`src/rtl/mem_access_stage_pkg.sv`:
```
// Shared types and sizing for the memory-access pipeline stage.
package mem_access_stage_pkg;

    localparam int DEPTH   = 16;
    localparam int DW      = 32;
    localparam int RW_BITS = 4;
    localparam int FCW     = 8;

    // Instruction as it sits in the MA slot, straight from EX.
    typedef struct packed {
        logic               ld;
        logic               st;
        logic               wb;
        logic [RW_BITS-1:0] rd;
        logic [DW-1:0]      alu_result;
        logic [DW-1:0]      op2;
    } ma_slot_t;

    // Result as it sits in the RW slot, headed for register writeback.
    typedef struct packed {
        logic               is_ld;
        logic               is_wb;
        logic [RW_BITS-1:0] rd;
        logic [DW-1:0]      ld_result;
        logic [DW-1:0]      alu_result;
        logic               fault;
    } rw_slot_t;

    // Occupancy of the two slots, encoded as {ma_valid, rw_valid}.
    typedef enum logic [1:0] {
        EMPTY   = 2'b00,
        RW_ONLY = 2'b01,
        MA_ONLY = 2'b10,
        FULL    = 2'b11
    } occ_t;

    // True when a word address falls inside the data memory.
    function automatic logic addr_in_range(input logic [DW-1:0] addr);
        return addr < DW'(DEPTH);
    endfunction

endpackage

```
`src/rtl/mem_access_stage_slot.sv`:
```
// Single-entry valid/ready register slot. Accepts whenever it is empty or its
// current contents are leaving in the same cycle; data holds otherwise.
module pipe_slot #(
    parameter int W = 1
) (
    input  logic         clk,
    input  logic         reset,
    input  logic         in_valid,
    output logic         in_ready,
    input  logic [W-1:0] in_data,
    output logic         out_valid,
    input  logic         out_ready,
    output logic [W-1:0] out_data
);

    assign in_ready = ~out_valid | out_ready;

    // Load on an accepted handshake, drop valid when drained with nothing new.
    always_ff @(posedge clk) begin
        if (reset) begin
            out_valid <= 1'b0;
            out_data  <= '0;
        end else if (in_valid && in_ready) begin
            out_valid <= 1'b1;
            out_data  <= in_data;
        end else if (out_ready) begin
            out_valid <= 1'b0;
        end
    end

endmodule

```
`src/rtl/mem_access_stage.sv`:
```
// Memory-access pipeline stage: MA slot drives the data memory, RW slot holds
// the result for writeback. Illegal accesses are trapped and counted.
module mem_access_stage
    import mem_access_stage_pkg::*;
(
    input  logic               clk,
    input  logic               reset,
    input  logic               ex_valid,
    output logic               ex_ready,
    input  logic               ex_is_ld,
    input  logic               ex_is_st,
    input  logic               ex_is_wb,
    input  logic [RW_BITS-1:0] ex_rd,
    input  logic [DW-1:0]      ex_alu_result,
    input  logic [DW-1:0]      ex_op2,
    output logic               mem_isLd,
    output logic               mem_isSt,
    output logic [DW-1:0]      mem_address,
    output logic [DW-1:0]      mem_data_in,
    input  logic [DW-1:0]      mem_data_out,
    output logic               rw_valid,
    input  logic               rw_ready,
    output logic               rw_is_ld,
    output logic               rw_is_wb,
    output logic [RW_BITS-1:0] rw_rd,
    output logic [DW-1:0]      rw_ld_result,
    output logic [DW-1:0]      rw_alu_result,
    output logic               rw_fault,
    output logic [FCW-1:0]     fault_count
);

    ma_slot_t ex_in;
    ma_slot_t ma;
    rw_slot_t rw_next;
    rw_slot_t rw;
    logic     ma_valid;
    logic     rw_can_take;
    logic     ma_adv;
    logic     fault;
    occ_t     occ;

    assign ex_in = '{ld: ex_is_ld, st: ex_is_st, wb: ex_is_wb, rd: ex_rd,
                     alu_result: ex_alu_result, op2: ex_op2};

    pipe_slot #(.W($bits(ma_slot_t))) u_ma_slot (
        .clk       (clk),
        .reset     (reset),
        .in_valid  (ex_valid),
        .in_ready  (ex_ready),
        .in_data   (ex_in),
        .out_valid (ma_valid),
        .out_ready (ma_adv),
        .out_data  (ma)
    );

    pipe_slot #(.W($bits(rw_slot_t))) u_rw_slot (
        .clk       (clk),
        .reset     (reset),
        .in_valid  (ma_adv),
        .in_ready  (rw_can_take),
        .in_data   (rw_next),
        .out_valid (rw_valid),
        .out_ready (rw_ready),
        .out_data  (rw)
    );

    assign occ = occ_t'({ma_valid, rw_valid});

    // MA advances when it holds something and the RW slot is free or draining.
    always_comb begin
        ma_adv = 1'b0;
        unique case (occ)
            MA_ONLY: ma_adv = 1'b1;
            FULL:    ma_adv = rw_can_take;
            default: ma_adv = 1'b0;
        endcase
    end

    assign fault = ma_valid & (ma.ld | ma.st)
                 & (~addr_in_range(ma.alu_result) | (ma.ld & ma.st));

    // Stores fire only on the leaving edge so a stalled store writes once;
    // reset suppresses the write so a store caught in MA is dropped.
    assign mem_address = ma.alu_result;
    assign mem_data_in = ma.op2;
    assign mem_isLd    = ma_valid & ma.ld & ~fault;
    assign mem_isSt    = ma_adv & ma.st & ~fault & ~reset;

    // Build the writeback result; trapped accesses never write rd or load data.
    always_comb begin
        rw_next            = '0;
        rw_next.is_ld      = ma.ld;
        rw_next.is_wb      = ma.wb & ~fault;
        rw_next.rd         = ma.rd;
        rw_next.ld_result  = (ma.ld & ~fault) ? mem_data_out : '0;
        rw_next.alu_result = ma.alu_result;
        rw_next.fault      = fault;
    end

    assign rw_is_ld      = rw.is_ld;
    assign rw_is_wb      = rw.is_wb;
    assign rw_rd         = rw.rd;
    assign rw_ld_result  = rw.ld_result;
    assign rw_alu_result = rw.alu_result;
    assign rw_fault      = rw.fault;

    // Count trapped accesses as they leave MA, sticking at the maximum.
    always_ff @(posedge clk) begin
        if (reset) begin
            fault_count <= '0;
        end else if (ma_adv && fault && (fault_count != '1)) begin
            fault_count <= fault_count + 1'b1;
        end
    end

endmodule
```
`config.mk`:
```
export PLATFORM = sky130hd
export DESIGN_NAME = mem_access_stage
export DESIGN_NICKNAME = d
export VERILOG_FILES = /design/src/rtl/mem_access_stage_pkg.sv /design/src/rtl/mem_access_stage_slot.sv /design/src/rtl/mem_access_stage.sv
export SDC_FILE = /design/constraint.sdc
export NUM_CORES = 1
export LEC_CHECK = 0
export BUFFER_PORTS_ARGS = -buffer_cell sky130_fd_sc_hd__buf_4
export CAP_MARGIN = 10
export CORE_UTILIZATION = 25
export CTS_CLUSTER_SIZE = 28
export DETAILED_ROUTE_END_ITERATION = 16
export SYNTH_ARGS = -nofsm -noshare
export SYNTH_HDL_FRONTEND = slang
export SYNTH_SLANG_ARGS = --single-unit
```
`constraint.sdc`:
```
create_clock -name clk -period 2.53 [get_ports clk]
set_input_delay 0 -clock clk [delete_from_list [all_inputs] [get_ports clk]]
set_output_delay 0 -clock clk [all_outputs]
set_load 0.01 [all_outputs]
```
# Word-level counts from Yosys, hierarchy flattened
# Cells that the tools add are included.
[op_classes]
eq_ne = 3
addsub = 1
reduce_logical = 6
n_div = 0
bitwise = 19
n_mul = 0
shifts = 0
mux = 6
order_cmp = 1
[op_table]
columns = ["cell", "n"]
rows = [
  ["less-than comparator 32 x 5 -> 1 bit, second input constant", 1],
  ["two-way mux 32 bit", 1],
  ["AND 1 bit", 10],
  ["adder 8 x 1 -> 8 bit, second input constant", 1],
  ["inequality test 8 bit, second input constant", 1],
  ["inverter 1 bit", 5],
  ["equality test 2 bit, second input constant", 2],
  ["logical AND 1 bit", 4],
  ["two-way mux 1 bit", 4],
  ["OR 1 bit", 4],
  ["nonzero test 2 bit", 2],
  ["case mux 1 bit (2 select lines)", 1],
]
[word_totals]
memories = 0
register_bits = 152
mem_bits_ro = 0
output_inout_bits = 147
elab_cells = 41
latch_bits = 0
mem_bits_rw = 0

# Logic depth before layout (Yosys ltp)
[logic_depth]
word_depth = 7
depth_mapped = 7
mapped_depth_nobuf = 6

# Modules after synthesis
# A second synthesis with hierarchy kept.
[unflattened]
hier_cells = 763
hier_area_um2 = 8358.0
[by_module_without_submodules]
columns = ["mod", "cells_per_inst", "area_each_um2", "instances", "seq_area_each_um2"]
rows = [
  ["pipe_slot", 328, 3787.4, 2, 1441.4],
  ["mem_access_stage", 107, 783.3, 1, 160.2],
]

# Least setup slack after synthesis
# No wires, ideal clock.
[synth_timing]
kind = "register to register"
start = "register fault_count[0]"
end = "register fault_count[7]"
required_ps = 2459
arrival_ps = 1680
stages_incl_launch_ff = 7
slack_ps = 780
setup_ps = 71
path_cell_list = "dfxtp_1 ha_1 nand3_1 o21ai_2 or4_1 or3_1 a21oi_1"
[synth_via]
elab_chain_len = 2
word_cells_on_any_way = 3
cone_classes = "add/sub (1); eq/ne (1); reduce/logical (1)"
[synth_rtl]
columns = ["item", "line", "source"]
rows = [
  ["start, declared", "mem_access_stage.sv:29", "output logic [FCW-1:0] fault_count"],
  ["start signal, assigned", "mem_access_stage.sv:112", "fault_count <= fault_count + 1'b1;"],
  ["parallel branches: the longest is 2 deep, another holds adder 8 x 1 -> 8 bit", "-", ""],
]
# Parallel ways; which one is timed is not known.
# A chain may end at the register's enable or synchronous reset.

# Worst setup path in the final report
[layout_timing]
start = "register u_ma_slot.out_data[39]"
end = "output port mem_isSt"
[layout_via]
elab_chain_len = 7
[layout_rtl]
columns = ["item", "line", "source"]
rows = [
  ["start, declared", "mem_access_stage_slot.sv:13", "output logic [W-1:0] out_data"],
  ["start signal, assigned", "mem_access_stage_slot.sv:25", "out_data <= in_data;"],
  ["less-than comparator 32 x 5 -> 1 bit", "mem_access_stage_pkg.sv:39", "return addr < DW'(DEPTH);"],
  ["inverter 1 bit", "mem_access_stage.sv:80", "& (~addr_in_range(ma.alu_result) | (ma.ld & ma.st));"],
  ["OR 1 bit", "mem_access_stage.sv:80", ""],
  ["AND 1 bit", "mem_access_stage.sv:80", ""],
  ["inverter 1 bit", "mem_access_stage.sv:87", "assign mem_isSt = ma_adv & ma.st & ~fault & ~reset;"],
  ["AND 1 bit (2 in series)", "mem_access_stage.sv:87", ""],
  ["end, declared", "mem_access_stage.sv:17", "output logic mem_isSt,"],
]
# No other way between the ends.

==> impl_metrics.env <==
export IMPL_outcome="finished clean"
export IMPL_hold_viol=0
export IMPL_regToRegStartpoint="u_ma_slot.out_data[39]$_SDFFE_PP0P_"
export IMPL_worstPathRequired_ns=2.53
export IMPL_synth_most_common_cell="nand2_1"
export IMPL_power_frac_comb=0.114
export IMPL_tightestPinTransition_ns=0.751
export IMPL_netlist_area_um2=5850
export IMPL_period_needed_ns=2.37
export IMPL_end_kind="primary output"
export IMPL_cts_hold_buffers_added=104
export IMPL_setup_viol_count_final=0
export IMPL_io_buffers=253
export IMPL_utilization=0.407
export IMPL_grt_antenna_before_repair=1
export IMPL_firstDrtPassIters=4
export IMPL_seqPwrFrac=0.423
export IMPL_drt_total_wl_um=18700
export IMPL_die_area_um2=24000
export IMPL_hold_class="in -> reg"
export IMPL_syn_inst=693
export IMPL_cts_tree="yes"
export IMPL_cp_cell_sequence="nor4_1, nand4_1, nor2_1, buf_4, nor2_1, nor4b_2, buf_4"
export IMPL_relSlewSlack=0.499
export IMPL_ant_nets=0
export IMPL_synth_top_family_by_area="simple AND/OR/NAND/NOR gates"
export IMPL_finalPower_mw=5.99
export IMPL_hold_slack_ns=0.0598
export IMPL_cts_buffer_depth=2
export IMPL_dr_total_vias=5583
export IMPL_drt_vias_per_instance=4.30
export IMPL_crit_slowest_cell="nor4_1"
export IMPL_power_internal_mw=4.53
export IMPL_post_route_drc_count=0
export IMPL_numCtsBuffers=17
export IMPL_ys_ff_latch=152
export IMPL_yosys_top_cells_area="dfxtp_1 52%, nand2_1 14%, a21oi_1 9.8%"
export IMPL_core_area_um2=22800
export IMPL_timing_fmax_mhz=421
export IMPL_grt_total_usage=0.152
export IMPL_p_per_area_nw_per_um2=647
export IMPL_routabilityCongestion=0.767
export IMPL_maxCapViolCount=0
export IMPL_ctsResizeCount=0
export IMPL_start_kind="flip-flop"
export IMPL_setup_tns_ns=0
export IMPL_path_class="reg -> out"
export IMPL_p_clk_frac=0.463
export IMPL_first_iter_violations=329
export IMPL_detail_route_wl_per_cell_um=14.4
export IMPL_gr_total_overflow=0
export IMPL_cts_sink_count=152
export IMPL_post_cts_setup_buffers=0
export IMPL_grt_pass1_wl_um=28500
export IMPL_grt_pass1_vias=5469
export IMPL_dpl_cell_area_um2=7580
export IMPL_die_h_um=155
export IMPL_synthAdderAreaFrac=0.00214
export IMPL_synth_distinct_cells=35
export IMPL_avgSynthCellArea_um2=8.44
export IMPL_synthFlopType="dfxtp_1"
export IMPL_ioPinCount=254
export IMPL_final_setup_worst_slack_ns=0.155
export IMPL_crit_start="u_ma_slot.out_data[39]$_SDFFE_PP0P_"
export IMPL_swShare=0.243
export IMPL_rsz0062_at_grt="no"
export IMPL_synth_compound_area_frac=0.154
export IMPL_skew_ns=0.00905
export IMPL_power_leakage_nw=3.97
export IMPL_design_area_um2=9260
export IMPL_rows=55
export IMPL_clkTransAtPathRegs_ns=0.07
export IMPL_switchingPower_mw=1.46
export IMPL_fin_crit_sh=0.939
export IMPL_synthSimpleGateAreaFrac=0.200
export IMPL_netlist_top_cells_count="224 x nand2_1, 152 x dfxtp_1, 115 x a21oi_1"
export IMPL_initial_core_util=0.257
export IMPL_fp_dieW_um=155
export IMPL_placed_cells=1161
export IMPL_layout_cells_non_filler=1298
export IMPL_slew_violations=0
export IMPL_dpl_hpwl_um=11600
export IMPL_synth_top_area_frac=0.520
export IMPL_nets=1079
export IMPL_synth_net_count=801
export IMPL_clock_root_buffer="clkbuf_16"
export IMPL_max_stage_delay_ns=0.46
export IMPL_synth_edf_count=0
export IMPL_pre_cts_ws_ns=0.367
export IMPL_holdCritStartpoint="reset"
export IMPL_synth_async_reset_ratio=0
export IMPL_area_growth_pct=58.3
export IMPL_peakVddDrop_mv=0.414
export IMPL_drive_gt1_frac=0.318
export IMPL_h_tree_depth=4
export IMPL_synth_seq_area_share=0.520
export IMPL_grt_max_degree=72
export IMPL_synth_top_area_cell="dfxtp_1"
export IMPL_synth_mux_area_frac=0.00749
export IMPL_cp_max_fo=15
export IMPL_cp_data_arrival_time_ns=2.37
export IMPL_yosysWarnings=0
export IMPL_synth_xor_area_frac=0
export IMPL_clock_latency_ns=0.42
==> area by class of cell <==
type,count,area [um2]
diodes,1,2.50
clock buffers,18,439
clock inverters,14,196
fillers,2254,13500
multi-input cells,432,2140
flip-flops and latches,152,3040
well taps,313,392
repair buffers,368,3050
==> cells by family (layout without fill, tap and decap cells) <==
logic type,Yosys count,in the layout
adder cells (fa/ha/maj),1,1
other,0,1
AO/OA/AOI/OAI,154,154
flip-flops,152,152
AND/OR/NAND/NOR,273,273
multiplexers,4,4
buffers and inverters,109,400
==> cells in the final DEF, fill, tap and decap left out, drive strengths merged, types with 4 or more instances in the layout <==
master and n:
nand2 224, dlygate4sd3 104, nor3 4, nor4 7
clkbuf 18, nor2 11, nand3 4, o21ai 4
nand4 4, clkinv 4, buf 264, bufinv 4
a22o 32, dfxtp 152, or3 4, a21oi 115
==> layer usage <==
layer / vias to the layer above / global-route usage / share of wire
met5: - / 0 / 0
met4: 0 / 0.0453 / 0.015
met3: 20 / 0.0582 / 0.074
met2: 194 / 0.261 / 0.47
met1: 2573 / 0.175 / 0.44
li1: 2796 / - / -
==> state kept, by name, indices dropped and copies added (netlist names) <==
signal               count
u_ma_slot.out_data      71
u_rw_slot.out_data      71
fault_count              8
u_ma_slot.out_valid      1
u_rw_slot.out_valid      1
==> worst max-delay path, delay by kind of cell, from the launching register on <==
family / cells / cell delay, ns
DFF: 1 / 0.34
buffers and inverters: 2 / 0.40
and+or+nand+nor: 5 / 1.22
==> power groups by stage <==
stage / Sequential [mW] / Combinational [mW] / Clock, mW
4_1_cts: 2.53 / 0.686 / 2.88
3_5_place_dp: 2.59 / 0.554 / 0
5_1_grt: 2.55 / 0.741 / 2.97
2_1_floorplan: 2.58 / 0.303 / 0
6_report: 2.54 / 0.681 / 2.77
3_3_place_gp: 2.59 / 0.552 / 0
==> final timing paths <==
check / end / slack, ns / cells after the start
worst max-delay path: mem_isSt / 0.16 / 7
worst min-delay path: u_ma_slot.out_valid$_SDFFE_PP0P_ / 0.06 / 2
worst max register to register: u_rw_slot.out_data[59]$_SDFFE_PP0P_ / 0.32 / 6
worst min register to register: u_rw_slot.out_data[66]$_SDFFE_PP0P_ / 0.45 / 2
No activity file was read; power rests on OpenSTA's default activity.
